## config.mk

```make
export PLATFORM = sky130hd
export DESIGN_NAME = apb_master
export DESIGN_NICKNAME = d
export VERILOG_FILES = /design/src/rtl/apb_master.sv
export SDC_FILE = /design/constraint.sdc
export NUM_CORES = 1
export LEC_CHECK = 0
export CAP_MARGIN = 10
export CORE_ASPECT_RATIO = 1.1
export CORE_MARGIN = 5
export CORE_UTILIZATION = 40
export DETAILED_ROUTE_END_ITERATION = 16
export PLACE_DENSITY = 0.86
export SLEW_MARGIN = 20
export SYNTH_ARGS = -nofsm -noshare
export SYNTH_HDL_FRONTEND = slang
export SYNTH_SLANG_ARGS = --single-unit
```

## constraint.sdc

```tcl
create_clock -name pclk -period 4.6 [get_ports pclk]
set_input_delay 1.15 -clock pclk [delete_from_list [all_inputs] [get_ports pclk]]
set_output_delay 1.15 -clock pclk [all_outputs]
set_load 0.02 [all_outputs]
```

## src/rtl/apb_master.sv

```systemverilog
// APB master bridge: one local command at a time becomes a SETUP/ACCESS transfer,
// with an optional wait-state timeout and a held response handshake.
module apb_master #(
  parameter int ADDR_W      = 8,
  parameter int DATA_W      = 32,
  parameter int TIMEOUT_CYC = 16
) (
  input  logic              pclk,
  input  logic              presetn,
  input  logic              cmd_valid,
  output logic              cmd_ready,
  input  logic              cmd_write,
  input  logic [ADDR_W-1:0] cmd_addr,
  input  logic [DATA_W-1:0] cmd_wdata,
  output logic              rsp_valid,
  input  logic              rsp_ready,
  output logic [DATA_W-1:0] rsp_rdata,
  output logic              rsp_err,
  output logic              rsp_timeout,
  output logic [ADDR_W-1:0] paddr,
  output logic              psel,
  output logic              penable,
  output logic              pwrite,
  output logic [DATA_W-1:0] pwdata,
  input  logic [DATA_W-1:0] prdata,
  input  logic              pready,
  input  logic              pslverr
);

  localparam int CNT_W = (TIMEOUT_CYC > 0) ? $clog2(TIMEOUT_CYC + 1) : 1;
  // Count value held during the last permitted wait cycle; a low pready here aborts.
  localparam logic [CNT_W-1:0] LAST_WAIT = (TIMEOUT_CYC > 0) ? CNT_W'(TIMEOUT_CYC - 1) : '0;

  typedef enum logic [1:0] {IDLE, SETUP, ACCESS, RESP} state_t;

  state_t            state, state_nxt;
  logic [CNT_W-1:0]  wait_cnt, wait_cnt_nxt;
  logic              psel_nxt, penable_nxt;
  logic              rsp_valid_nxt, rsp_err_nxt, rsp_timeout_nxt;
  logic [DATA_W-1:0] rsp_rdata_nxt;
  logic              load_cmd;
  logic              timeout_hit;

  assign cmd_ready   = (state == IDLE);
  assign timeout_hit = (TIMEOUT_CYC > 0) && !pready && (wait_cnt == LAST_WAIT);

  always_ff @(posedge pclk or negedge presetn) begin
    if (!presetn) begin
      state    <= IDLE;
      wait_cnt <= '0;
    end else begin
      state    <= state_nxt;
      wait_cnt <= wait_cnt_nxt;
    end
  end

  always_comb begin
    state_nxt       = state;
    wait_cnt_nxt    = wait_cnt;
    psel_nxt        = psel;
    penable_nxt     = penable;
    rsp_valid_nxt   = rsp_valid;
    rsp_err_nxt     = rsp_err;
    rsp_timeout_nxt = rsp_timeout;
    rsp_rdata_nxt   = rsp_rdata;
    load_cmd        = 1'b0;
    case (state)
      IDLE: begin
        if (cmd_valid) begin
          load_cmd    = 1'b1;
          state_nxt   = SETUP;
          psel_nxt    = 1'b1;
          penable_nxt = 1'b0;
        end
      end
      SETUP: begin
        state_nxt    = ACCESS;
        penable_nxt  = 1'b1;
        wait_cnt_nxt = '0;
      end
      ACCESS: begin
        // Completion wins over timeout when pready rises on the final allowed cycle.
        if (pready) begin
          state_nxt       = RESP;
          psel_nxt        = 1'b0;
          penable_nxt     = 1'b0;
          rsp_valid_nxt   = 1'b1;
          rsp_rdata_nxt   = pwrite ? '0 : prdata;
          rsp_err_nxt     = pslverr;
          rsp_timeout_nxt = 1'b0;
        end else if (timeout_hit) begin
          state_nxt       = RESP;
          psel_nxt        = 1'b0;
          penable_nxt     = 1'b0;
          rsp_valid_nxt   = 1'b1;
          rsp_rdata_nxt   = '0;
          rsp_err_nxt     = 1'b1;
          rsp_timeout_nxt = 1'b1;
        end else begin
          wait_cnt_nxt = wait_cnt + 1'b1;
        end
      end
      RESP: begin
        if (rsp_ready) begin
          state_nxt     = IDLE;
          rsp_valid_nxt = 1'b0;
        end
      end
      default: state_nxt = IDLE;
    endcase
  end

  // Registered APB and response outputs; address/direction/data load only on acceptance.
  always_ff @(posedge pclk or negedge presetn) begin
    if (!presetn) begin
      psel        <= 1'b0;
      penable     <= 1'b0;
      rsp_valid   <= 1'b0;
      rsp_err     <= 1'b0;
      rsp_timeout <= 1'b0;
      rsp_rdata   <= '0;
      paddr       <= '0;
      pwrite      <= 1'b0;
      pwdata      <= '0;
    end else begin
      psel        <= psel_nxt;
      penable     <= penable_nxt;
      rsp_valid   <= rsp_valid_nxt;
      rsp_err     <= rsp_err_nxt;
      rsp_timeout <= rsp_timeout_nxt;
      rsp_rdata   <= rsp_rdata_nxt;
      if (load_cmd) begin
        paddr  <= cmd_addr;
        pwrite <= cmd_write;
        pwdata <= cmd_wdata;
      end
    end
  end

endmodule

```

==> flow_metrics.py <==
metrics = {
    "timing": {
        "maxSlewViolCount": 0,
        "worst_pin_slew_ns": 0.974,
        "slew_headroom_pct": 34.8,
        "skew_ns": 0.0145,
        "fin_hold_ws_ns": 0.484,
        "hold_violations": 0,
        "finalSetupViolCount": 0,
        "setup_tns_ns": 0,
        "rsz0062_at_grt": "no",
        "final.period_utilization_pct": 64.1,
        "max_freq_mhz": 339,
        "period_needed_ns": 2.95,
    },
    "detailed_routing": {
        "ant_nets": 0,
        "vias": 2758,
        "drt_iter0_drc": 124,
        "totalWireLength_mm": 8.87,
        "vias_per_cell": 4.85,
        "wl_per_cell_um": 15.6,
        "post-route-drc-count": 0,
        "first_pass_iters": 4,
    },
    "clocking": {
        "post_cts_resized": 0,
        "cts_made_buffers": 9,
        "post_cts_buffers": 0,
        "clkTransAtPathRegs_ns": 0.09,
        "clock_insertion_delay_worst_skew_ns": 0.34,
        "clkSinkCount": 85,
        "tritoncts": "done",
        "cts_buffer_depth": 2,
        "root_buffer": "clkbuf_8",
        "cts_htree_levels": 3,
        "hold_buffers": 0,
    },
    "layout": {
        "final_common_cell": "clkdlybuf4s50_1",
        "final_area_um2": 5420,
        "synthToLayoutAreaGrowth_pct": 53.2,
        "final_cells": 569,
        "mostFrequentLayoutCells": "156 x clkdlybuf4s50_1, 85 x dfrtp_1, 67 x nand2_1",
        "seqCellArea_um2": 2130,
        "multi_input_area_um2": 1300,
        "drive_gt1_share_pct": 14.7,
        "finalNetCount": 537,
        "nFillCells": 692,
        "diodes": 0,
    },
    "run_status": {
        "status": "completed",
    },
    "global_routing": {
        "groute.usage.overall_pct": 16.7,
        "grt_pass1_vias": 2979,
        "grt_pass1_wl_mm": 14.3,
        "grt_max_degree": 86,
        "antenna_found_initial": 0,
        "grt_overflow": 0,
    },
    "placed_design": {
        "place_area_um2": 5180,
        "place_hpwl_mm": 6.62,
        "gp_congestion": 0.775,
        "portBuffers": 157,
        "dp.cells": 553,
    },
    "synthesis": {
        "synth-seq-cells": 85,
        "synth_top_flop_cell": "dfrtp_1",
        "avgSynthCellArea_um2": 11.8,
        "ys_seq_area_share_pct": 60.2,
        "synth_area_leaders": "dfrtp_1 60%, mux2_2 14%, nand2_1 7.2%",
        "syn_inst": 300,
        "yosysTopAreaCell": "dfrtp_1",
        "syn_area_um2": 3530,
        "syn-num-nets": 387,
        "synth_warnings": 0,
        "synth_top_area_share_pct": 60.2,
        "synth_edf_count": 0,
        "synthArstFlopShare_pct": 100,
        "yosysUniqueCellTypes": 34,
    },
    "floorplanning": {
        "die-area_um2": 10800,
        "core_area_um2": 8740,
        "pin_count": 158,
        "rows": 36,
        "die_w_um": 99.6,
        "die_y_um": 109,
        "start_util_pct": 40.4,
    },
    "critical_path": {
        "critPathCaptureType": "output pin",
        "critPathLaunchType": "register",
        "endpoint": "cmd_ready",
        "r2r-start": "state[0]$_DFFE_PN0P_",
        "r2r-end": "rsp_rdata[29]$_DFFE_PN0P_",
        "r2r_setup_slack_ns": 2.34,
        "path_cells": "inv_1 -> ha_1 -> clkdlybuf4s50_1",
        "cp_max_fo": 4,
        "arrival_ns": 1.80,
        "reg2regPathDepth": 5,
        "max_stage_delay_ns": 0.64,
        "crit_required_ns": 3.45,
        "crit_path_top_delay_cell": "clkdlybuf4s50_1",
        "cp-startpoint": "state[0]$_DFFE_PN0P_",
        "path_class": "register to output pin",
    },
    "pwr": {
        "comb_power_share_pct": 50.1,
        "p_total_mw": 3.78,
        "power.switching_mw": 1.40,
        "power_density_nw_per_um2": 698,
        "switching_share_pct": 36.9,
        "clock_power_share_pct": 15.4,
        "ir_worst_vdd_mv": 0.321,
        "internal-power_mw": 2.38,
        "total_leakage_power_nw": 2.32,
        "seqPwrFrac_pct": 34.5,
    },
    "hold_path": {
        "hp-class": "register to register",
    },
    "job": {
        "maxCapViolations": 0,
    },
}
## final cells by class
cell class	count	area share [%]
Multi-Input combinational cell	190	24.0
Tap cell	114	2.63
Sequential cell	85	39.3
Inverter	6	0.416
Clock inverter	5	1.50
Clock buffer	11	2.61
Timing Repair Buffer	158	29.6
## sequential cells by signal, indices dropped and copies added, names as in the netlist, 2 cells and up
register   cells
state          2
wait_cnt       5
rsp_rdata     32
paddr          8
pwdata        32
## power groups by stage
| stage | sequential [mW] | combinational (mW) | clock, mW |
|---|---|---|---|
| finish | 1.30 | 1.89 | 0.583 |
| global route | 1.36 | 2.03 | 0.636 |
| CTS | 1.31 | 1.92 | 0.606 |
| global placement | 1.29 | 1.85 | 0 |
| floorplan | 1.70 | 0.591 | 0 |
| detailed placement | 1.32 | 1.92 | 0 |
## worst min path at each step
stage | start | endpoint | slack, ns | depth (start not counted)
floorplan | wait_cnt[4]$_DFFE_PN0P_ | wait_cnt[4]$_DFFE_PN0P_ | 0.51 | 2
global placement | rsp_rdata[3]$_DFFE_PN0P_ | rsp_rdata[3]$_DFFE_PN0P_ | 0.46 | 2
detailed placement | rsp_rdata[11]$_DFFE_PN0P_ | rsp_rdata[11]$_DFFE_PN0P_ | 0.47 | 2
CTS | rsp_rdata[11]$_DFFE_PN0P_ | rsp_rdata[11]$_DFFE_PN0P_ | 0.49 | 2
global route | rsp_rdata[23]$_DFFE_PN0P_ | rsp_rdata[23]$_DFFE_PN0P_ | 0.53 | 2
finish | rsp_rdata[11]$_DFFE_PN0P_ | rsp_rdata[11]$_DFFE_PN0P_ | 0.48 | 2
## stage by stage
stage | utilization, % | setup slack (ns)
6_report | 62.0 | 1.65
5_1_grt | 62.0 | 1.55
4_1_cts | 61.9 | 1.61
3_5_place_dp | 59.3 | 1.32
3_3_place_gp | 59.0 | 1.42
2_1_floorplan | - | 2.54
## layer usage
metal  wire length, um  vias up  share of wire, %  GRT usage (%)
met5                 0        -                 0              0
met4               106        0               1.2           4.49
met3               762       10               8.6           6.52
met2              4440      101                50           28.5
met1              3560     1338                40           19.6
li1                  -     1309                 -              -
## logic make-up after synthesis
| kind of cell | share of synthesized area [%] |
|---|---|
| muxes | 14.5 |
| and+or+nand+nor | 10.6 |
| xor gates and xnor gates | 0.496 |
| DFF | 60.2 |
| adders and majority gates | 2.83 |
| buffers and inverters | 3.65 |
| AOI/OAI and AO/OA | 7.68 |
## critical path: cells and delay by family, from the launching register on
family     cells  cell delay (ns)
fa+ha+maj      1             0.24
buf+inv        2             0.78
flops          1             0.44
## synth_stat cells, types with 2 or more instances
master     n
dfrtp_1   85
nand2_1   68
mux2_2    43
o21ai_0   28
buf_2     16
ha_1       8
inv_1      6
a21oi_1    5
o21ai_1    5
mux2i_1    3
nor2b_1    3
nor3b_1    3
a21o_1     2
buf_6      2
nand2b_1   2
nor2_1     2
o22ai_1    2
Note: power is estimated with default switching activity, not from simulation.
